`config.mk`:
```
export PLATFORM = sky130hd
export DESIGN_NAME = present_ctr_sequencer_flat
export DESIGN_NICKNAME = d
export VERILOG_FILES = /design/src/rtl/present_ctr_sequencer_if.sv /design/src/rtl/present_ctr_sequencer.sv /design/src/flat_wrapper.sv
export SDC_FILE = /design/constraint.sdc
export NUM_CORES = 1
export LEC_CHECK = 0
export ABC_AREA = 1
export CAP_MARGIN = 20
export CELL_PAD_IN_SITES_DETAIL_PLACEMENT = 1
export CELL_PAD_IN_SITES_GLOBAL_PLACEMENT = 2
export CORE_ASPECT_RATIO = 1.5
export CORE_UTILIZATION = 27
export DETAILED_ROUTE_END_ITERATION = 8
export PLACE_DENSITY_LB_ADDON = 0.05
export RECOVER_POWER = 100
export SLEW_MARGIN = 20
export SYNTH_ARGS = -nofsm -noshare
export SYNTH_HDL_FRONTEND = slang
export SYNTH_SLANG_ARGS = --single-unit
```
`constraint.sdc`:
```
create_clock -name Clk_ik -period 2.6 [get_ports Clk_ik]
set_input_delay 0.52 -clock Clk_ik [delete_from_list [all_inputs] [get_ports Clk_ik]]
set_output_delay 0.52 -clock Clk_ik [all_outputs]
set_load 0.01 [all_outputs]
```
`src/rtl/present_ctr_sequencer_if.sv`:
```
// Keystream sequencer links: output stream toward the consumer (valid/ready) and
// the start/ready link to the serial PRESENT core. master = sequencer side.
interface present_ctr_sequencer_if #(
   parameter int NB_W = 8
);
   logic [63:0]     Out_ob;
   logic [NB_W-1:0] OutIndex_ob;
   logic            OutValid_o;
   logic            OutReady_i;
   logic [63:0]     CorePlainText_ob;
   logic            CoreStart_o;
   logic            CoreReady_i;
   logic [63:0]     CoreCipherText_ib;

   modport master (
      output Out_ob, OutIndex_ob, OutValid_o, CorePlainText_ob, CoreStart_o,
      input  OutReady_i, CoreReady_i, CoreCipherText_ib
   );

   modport slave (
      input  Out_ob, OutIndex_ob, OutValid_o, CorePlainText_ob, CoreStart_o,
      output OutReady_i, CoreReady_i, CoreCipherText_ib
   );
endinterface

```
`src/rtl/present_ctr_sequencer.sv`:
```
// Counter-mode keystream sequencer around the serial PRESENT core: one block per core latency + 3 cycles.
// One-deep output buffer; a stalled consumer lets the next block compute but holds it in the core until the buffer frees.
module present_ctr_sequencer #(
   parameter int CNT_W = 32,
   parameter int NB_W  = 8
) (
   input  logic                   Clk_ik,
   input  logic                   Reset_ir,
   input  logic [63-CNT_W:0]      Nonce_ib,
   input  logic [CNT_W-1:0]       InitCnt_ib,
   input  logic [NB_W-1:0]        NumBlocks_ib,
   input  logic                   Go_i,
   input  logic                   Abort_i,
   output logic                   Busy_o,
   output logic                   Done_o,
   output logic                   CntWrap_o,
   present_ctr_sequencer_if.master bus
);

   typedef enum logic [2:0] {IDLE, ISSUE, WAIT1, WAIT, DRAIN, FLUSH} state_t;

   state_t            state;
   logic [63-CNT_W:0] nonce;
   logic [CNT_W-1:0]  cnt;
   logic [NB_W-1:0]   remaining;
   logic [NB_W-1:0]   issue_idx;
   logic              core_guard;
   logic              out_fire;
   logic              buf_free;
   logic              core_done;

   assign out_fire  = bus.OutValid_o & bus.OutReady_i;
   assign buf_free  = ~bus.OutValid_o | bus.OutReady_i;
   // The core may still show Ready in the cycle after it sees Start, so that cycle is masked.
   assign core_done = bus.CoreReady_i & ~core_guard;

   always_ff @(posedge Clk_ik) begin
      if (Reset_ir) begin
         state                <= IDLE;
         nonce                <= '0;
         cnt                  <= '0;
         remaining            <= '0;
         issue_idx            <= '0;
         core_guard           <= 1'b0;
         Busy_o               <= 1'b0;
         Done_o               <= 1'b0;
         CntWrap_o            <= 1'b0;
         bus.Out_ob           <= '0;
         bus.OutIndex_ob      <= '0;
         bus.OutValid_o       <= 1'b0;
         bus.CorePlainText_ob <= '0;
         bus.CoreStart_o      <= 1'b0;
      end else begin
         Done_o          <= 1'b0;
         bus.CoreStart_o <= 1'b0;
         core_guard      <= 1'b0;
         if (out_fire)
            bus.OutValid_o <= 1'b0;

         case (state)
            IDLE: begin
               if (Go_i) begin
                  if (NumBlocks_ib == '0) begin
                     Done_o <= 1'b1;
                  end else begin
                     nonce     <= Nonce_ib;
                     cnt       <= InitCnt_ib;
                     remaining <= NumBlocks_ib;
                     issue_idx <= '0;
                     CntWrap_o <= 1'b0;
                     Busy_o    <= 1'b1;
                     state     <= ISSUE;
                  end
               end
            end

            ISSUE: begin
               if (Abort_i) begin
                  bus.OutValid_o <= 1'b0;
                  Busy_o         <= 1'b0;
                  state          <= IDLE;
               end else if (bus.CoreReady_i) begin
                  bus.CoreStart_o      <= 1'b1;
                  bus.CorePlainText_ob <= {nonce, cnt};
                  state                <= WAIT1;
               end
            end

            WAIT1: begin
               core_guard <= 1'b1;
               if (Abort_i) begin
                  bus.OutValid_o <= 1'b0;
                  state          <= FLUSH;
               end else begin
                  state <= WAIT;
               end
            end

            WAIT: begin
               if (Abort_i) begin
                  bus.OutValid_o <= 1'b0;
                  core_guard     <= 1'b1;
                  state          <= FLUSH;
               end else if (core_done && buf_free) begin
                  bus.Out_ob      <= bus.CoreCipherText_ib;
                  bus.OutIndex_ob <= issue_idx;
                  bus.OutValid_o  <= 1'b1;
                  cnt             <= cnt + 1'b1;
                  if (&cnt)
                     CntWrap_o <= 1'b1;
                  issue_idx <= issue_idx + 1'b1;
                  remaining <= remaining - 1'b1;
                  state     <= (remaining > NB_W'(1)) ? ISSUE : DRAIN;
               end
            end

            DRAIN: begin
               if (Abort_i) begin
                  bus.OutValid_o <= 1'b0;
                  Busy_o         <= 1'b0;
                  state          <= IDLE;
               end else if (out_fire) begin
                  Done_o <= 1'b1;
                  Busy_o <= 1'b0;
                  state  <= IDLE;
               end
            end

            // Swallow the result of the abandoned core operation before accepting new work.
            FLUSH: begin
               if (core_done) begin
                  Busy_o <= 1'b0;
                  state  <= IDLE;
               end
            end

            default: state <= IDLE;
         endcase
      end
   end

endmodule

```
`src/flat_wrapper.sv`:
```
// flat-port wrapper written by rule: the top's interface ports become plain ports
module present_ctr_sequencer_flat 
#(
   parameter int CNT_W = 32,
   parameter int NB_W  = 8
)
  (Clk_ik, Reset_ir, Nonce_ib, InitCnt_ib, NumBlocks_ib, Go_i, Abort_i, Busy_o, Done_o, CntWrap_o, bus_Out_ob, bus_OutIndex_ob, bus_OutValid_o, bus_CorePlainText_ob, bus_CoreStart_o, bus_OutReady_i, bus_CoreReady_i, bus_CoreCipherText_ib);
  present_ctr_sequencer_if #(.NB_W(NB_W)) bus_i ();
  input  logic Clk_ik;
  input  logic Reset_ir;
  input  logic [63-CNT_W:0] Nonce_ib;
  input  logic [CNT_W-1:0] InitCnt_ib;
  input  logic [NB_W-1:0] NumBlocks_ib;
  input  logic Go_i;
  input  logic Abort_i;
  output logic Busy_o;
  output logic Done_o;
  output logic CntWrap_o;
  output wire logic [$bits(bus_i.Out_ob)-1:0] bus_Out_ob;
  output wire logic [$bits(bus_i.OutIndex_ob)-1:0] bus_OutIndex_ob;
  output wire logic [$bits(bus_i.OutValid_o)-1:0] bus_OutValid_o;
  output wire logic [$bits(bus_i.CorePlainText_ob)-1:0] bus_CorePlainText_ob;
  output wire logic [$bits(bus_i.CoreStart_o)-1:0] bus_CoreStart_o;
  input wire logic [$bits(bus_i.OutReady_i)-1:0] bus_OutReady_i;
  input wire logic [$bits(bus_i.CoreReady_i)-1:0] bus_CoreReady_i;
  input wire logic [$bits(bus_i.CoreCipherText_ib)-1:0] bus_CoreCipherText_ib;
  assign bus_Out_ob = bus_i.Out_ob;
  assign bus_OutIndex_ob = bus_i.OutIndex_ob;
  assign bus_OutValid_o = bus_i.OutValid_o;
  assign bus_CorePlainText_ob = bus_i.CorePlainText_ob;
  assign bus_CoreStart_o = bus_i.CoreStart_o;
  assign bus_i.OutReady_i = bus_OutReady_i;
  assign bus_i.CoreReady_i = bus_CoreReady_i;
  assign bus_i.CoreCipherText_ib = bus_CoreCipherText_ib;
  present_ctr_sequencer #(.CNT_W(CNT_W), .NB_W(NB_W)) u_core (.Clk_ik(Clk_ik), .Reset_ir(Reset_ir), .Nonce_ib(Nonce_ib), .InitCnt_ib(InitCnt_ib), .NumBlocks_ib(NumBlocks_ib), .Go_i(Go_i), .Abort_i(Abort_i), .Busy_o(Busy_o), .Done_o(Done_o), .CntWrap_o(CntWrap_o), .bus(bus_i));
endmodule
```
==> metrics <==
run status=complete, no violations; synth cell count leaders=dfxtp_1 (225), nor2_1 (212), nand2_1 (207); postcts setup bufs=0; I/O pin cnt=283; row count=83; die area=36000 sq um; first-pass GRT wire length=55.5 mm; DR vias=9768; Reg clk slew, reported paths=0.06 ns; net count after synthesis=~1500; fin cells=around 2100; All-Layer GR Usage=19.4%; Net Sw Frac=~32%; crit share post-route=81.5%; post-route ant nets=0; total core area=34500 sq um; combined area of all synthesized cells=9520 sq um; top_reg_cell synth=dfxtp_1; total global routing overflow=0; internal power=0.00692 W; Clock Sinks=225; Initial Utilization=around 28%; Critical Path Sink Type=flop; Skew-Pair Late Insertion Delay=around 0.55 ns; CTS resizes=0; PortBufs=between 200 and 300; synth top area cells=dfxtp_1 (47%), o21ai_0 (10%), nor2_1 (8.4%), nand2_1 (8.2%), a21oi_1 (7.5%); Synth area leader=dfxtp_1; Starting DRT DRC Count=340; max-cap violations=0; Mapped Cells=1343; Slew Limit Headroom=around 49%; Inserted Clock Buffers=25; critical path fanouts, max=29; via/cell ratio=4.69; Hold Path Class=flop to flop; share of flip-flops with an asynchronous set or reset=0%; Net Sw Power=0.00330 W; f_max=0.472 GHz; residual DRC count=0; largest net degree at the start of global routing=66; Worst Path Arrival=between 2 and 3 ns; RD Place Congestion=0.774; vias in the first global route=roughly 10000; number of synthesized flops with an enable pin=0; initial antenna violation count=0; RSZ-0062 raised after global routing=false; Die Wd=155 um; Final setup viols=0; register area share after synthesis=between 40 and 50%; Filler Cell Count=4260; final slew viol count=0; drt total wl=around 35 mm; VDD IR max=0.481 mV; TritonCTS clock tree=built; register area=4500 sq um; Area growth, synth to finish=43.5%; share of cells above drive strength 1=4.58%; Root Buffer Master=clkbuf_16; drt first pass iters=5; Period minus WS final=2.12 ns; Pleak=5.52 nW; Layout Nets=1742; Worst Path Required=3.04 ns; Critical Path Start Type=primary input; Flop pwr share=around 41%; Syn Area/Cell=7.09 sq um; Comb power frac=a little under a quarter; Slew @ Worst Pin=0.764 ns; pwr dens=approximately 750 nW/um^2; routed len/inst=16.7 um; clock buffer depth=3; #FFs+latches synth=about 230; Multi-input gate area=about 4300 sq um; Clk network pwr share=between 30% and 40%; post-synth top area share=between 40% and 50%; die height=232 um; Final Skew=between 0.009 and 0.01 ns; ant diodes=0; hpwl dp=24.9 mm; Syn. warnings=0; Cell variety after synth=30; final hold violation count=0; top-count cell post-synth=dfxtp_1; WS Path Type=primary input to flop; Setup TNS Final=0 ns; H-tree levels=1; CTS Hold Bufs=0; placed cell count=between 2000 and 2500
-- worst paths after layout --
| kind | startpoint | to | slack, ns | cells after the start |
|---|---|---|---|---|
| max | bus_CoreReady_i | u_core.bus.OutValid_o | 0.48 | 8 |
| min | u_core.nonce[2] | u_core.bus.CorePlainText_ob[34] | 0.45 | 2 |
| max reg2reg | u_core.state[0] | u_core.bus.OutValid_o | 0.53 | 7 |
| min reg2reg | u_core.nonce[2] | u_core.bus.CorePlainText_ob[34] | 0.45 | 2 |
-- power groups by stage --
stage	Combinational, W	Clock (W)	Sequential [W]
after detailed placement	0.00256	0	0.00432
after CTS	0.00258	0.00372	0.00425
after floorplan	0.00142	0	0.00426
final	0.00242	0.00357	0.00423
after global routing	0.00273	0.00385	0.00430
after global placement	0.00252	0	0.00431
-- layout by cell type, fill, tap and decap left out, types with 2 or more instances in the layout --
| cell type | n |
|---|---|
| nand4_1 | 5 |
| clkbuf_8 | 6 |
| o21ai_1 | 8 |
| xnor2_1 | 4 |
| inv_2 | 6 |
| clkdlybuf4s50_1 | 138 |
| nand3_1 | 57 |
| clkbuf_2 | 2 |
| clkbuf_16 | 25 |
| ha_1 | 4 |
| dfxtp_1 | 225 |
| nor3_1 | 82 |
| buf_12 | 10 |
| nand2_1 | 206 |
| a211oi_2 | 2 |
| inv_1 | 95 |
| xor2_1 | 4 |
| o21ai_0 | 191 |
| a21oi_1 | 143 |
| nor2_1 | 214 |
| clkbuf_1 | 15 |
| nand2_2 | 4 |
| buf_4 | 10 |
| dlygate4sd3_1 | 143 |
-- stage by stage --
step	setup WS [ns]	utilization (%)	hold slack (ns)	area, sq um	power (W)
global placement	0.285	37.5	0.434	12900	0.00683
detailed placement	0.200	37.5	0.447	12900	0.00689
floorplan	0.912	-	0.430	9520	0.00568
CTS	0.536	39.8	0.456	13700	0.0105
global route	0.288	39.6	0.466	13700	0.0109
finish	0.480	39.6	0.451	13700	0.0102
-- area by class of cell --
class	count	share of cell area (%)
inverters	102	2.82
well taps	467	4.28
clock buffers	42	5.49
repair buffers	308	22.8
clock inverters	3	0.403
multi-input cells	934	31.2
flip-flops and latches	225	33.0
-- registers in the layout, indices dropped and copies added, names as in the netlist --
register / count
u_core.cnt: 32
u_core.bus.CoreStart_o: 1
u_core.state: 3
u_core.bus.OutValid_o: 1
u_core.core_guard: 1
u_core.nonce: 32
u_core.bus.CorePlainText_ob: 64
u_core.remaining: 8
u_core.CntWrap_o: 1
u_core.issue_idx: 8
u_core.Busy_o: 1
u_core.Done_o: 1
u_core.bus.Out_ob: 64
u_core.bus.OutIndex_ob: 8
-- metal layers --
layer | vias to the layer above | share of wire (%) | wire, um | global-route usage, %
li1 | 4915 | - | - | -
met4 | 0 | 2.0 | 710 | 5.55
met2 | 187 | 53 | 18300 | 36.7
met1 | 4626 | 40 | 14000 | 21.7
met3 | 40 | 5.1 | 1760 | 3.81
met5 | - | 0 | 0 | 0
-- critical path, cell delays in order --
cell and delay [ns]:
clkdlybuf4s50_1 0.49, inv_1 0.06, nor2_1 0.16, nand2_2 0.15, nor2_1 0.62, buf_12 0.26
a21oi_1 0.06, a311oi_1 0.24
-- kinds of logic after synthesis --
family | count (synthesis) | share of synthesized area [%]
and+or+nand+nor | 573 | 24.9
AOI/OAI and AO/OA | 349 | 18.7
DFF | 225 | 47.3
buffers and inverters | 184 | 7.78
xor gates and xnor gates | 8 | 0.736
adders and majority gates | 4 | 0.526
(Power assumes the default switching activity.)
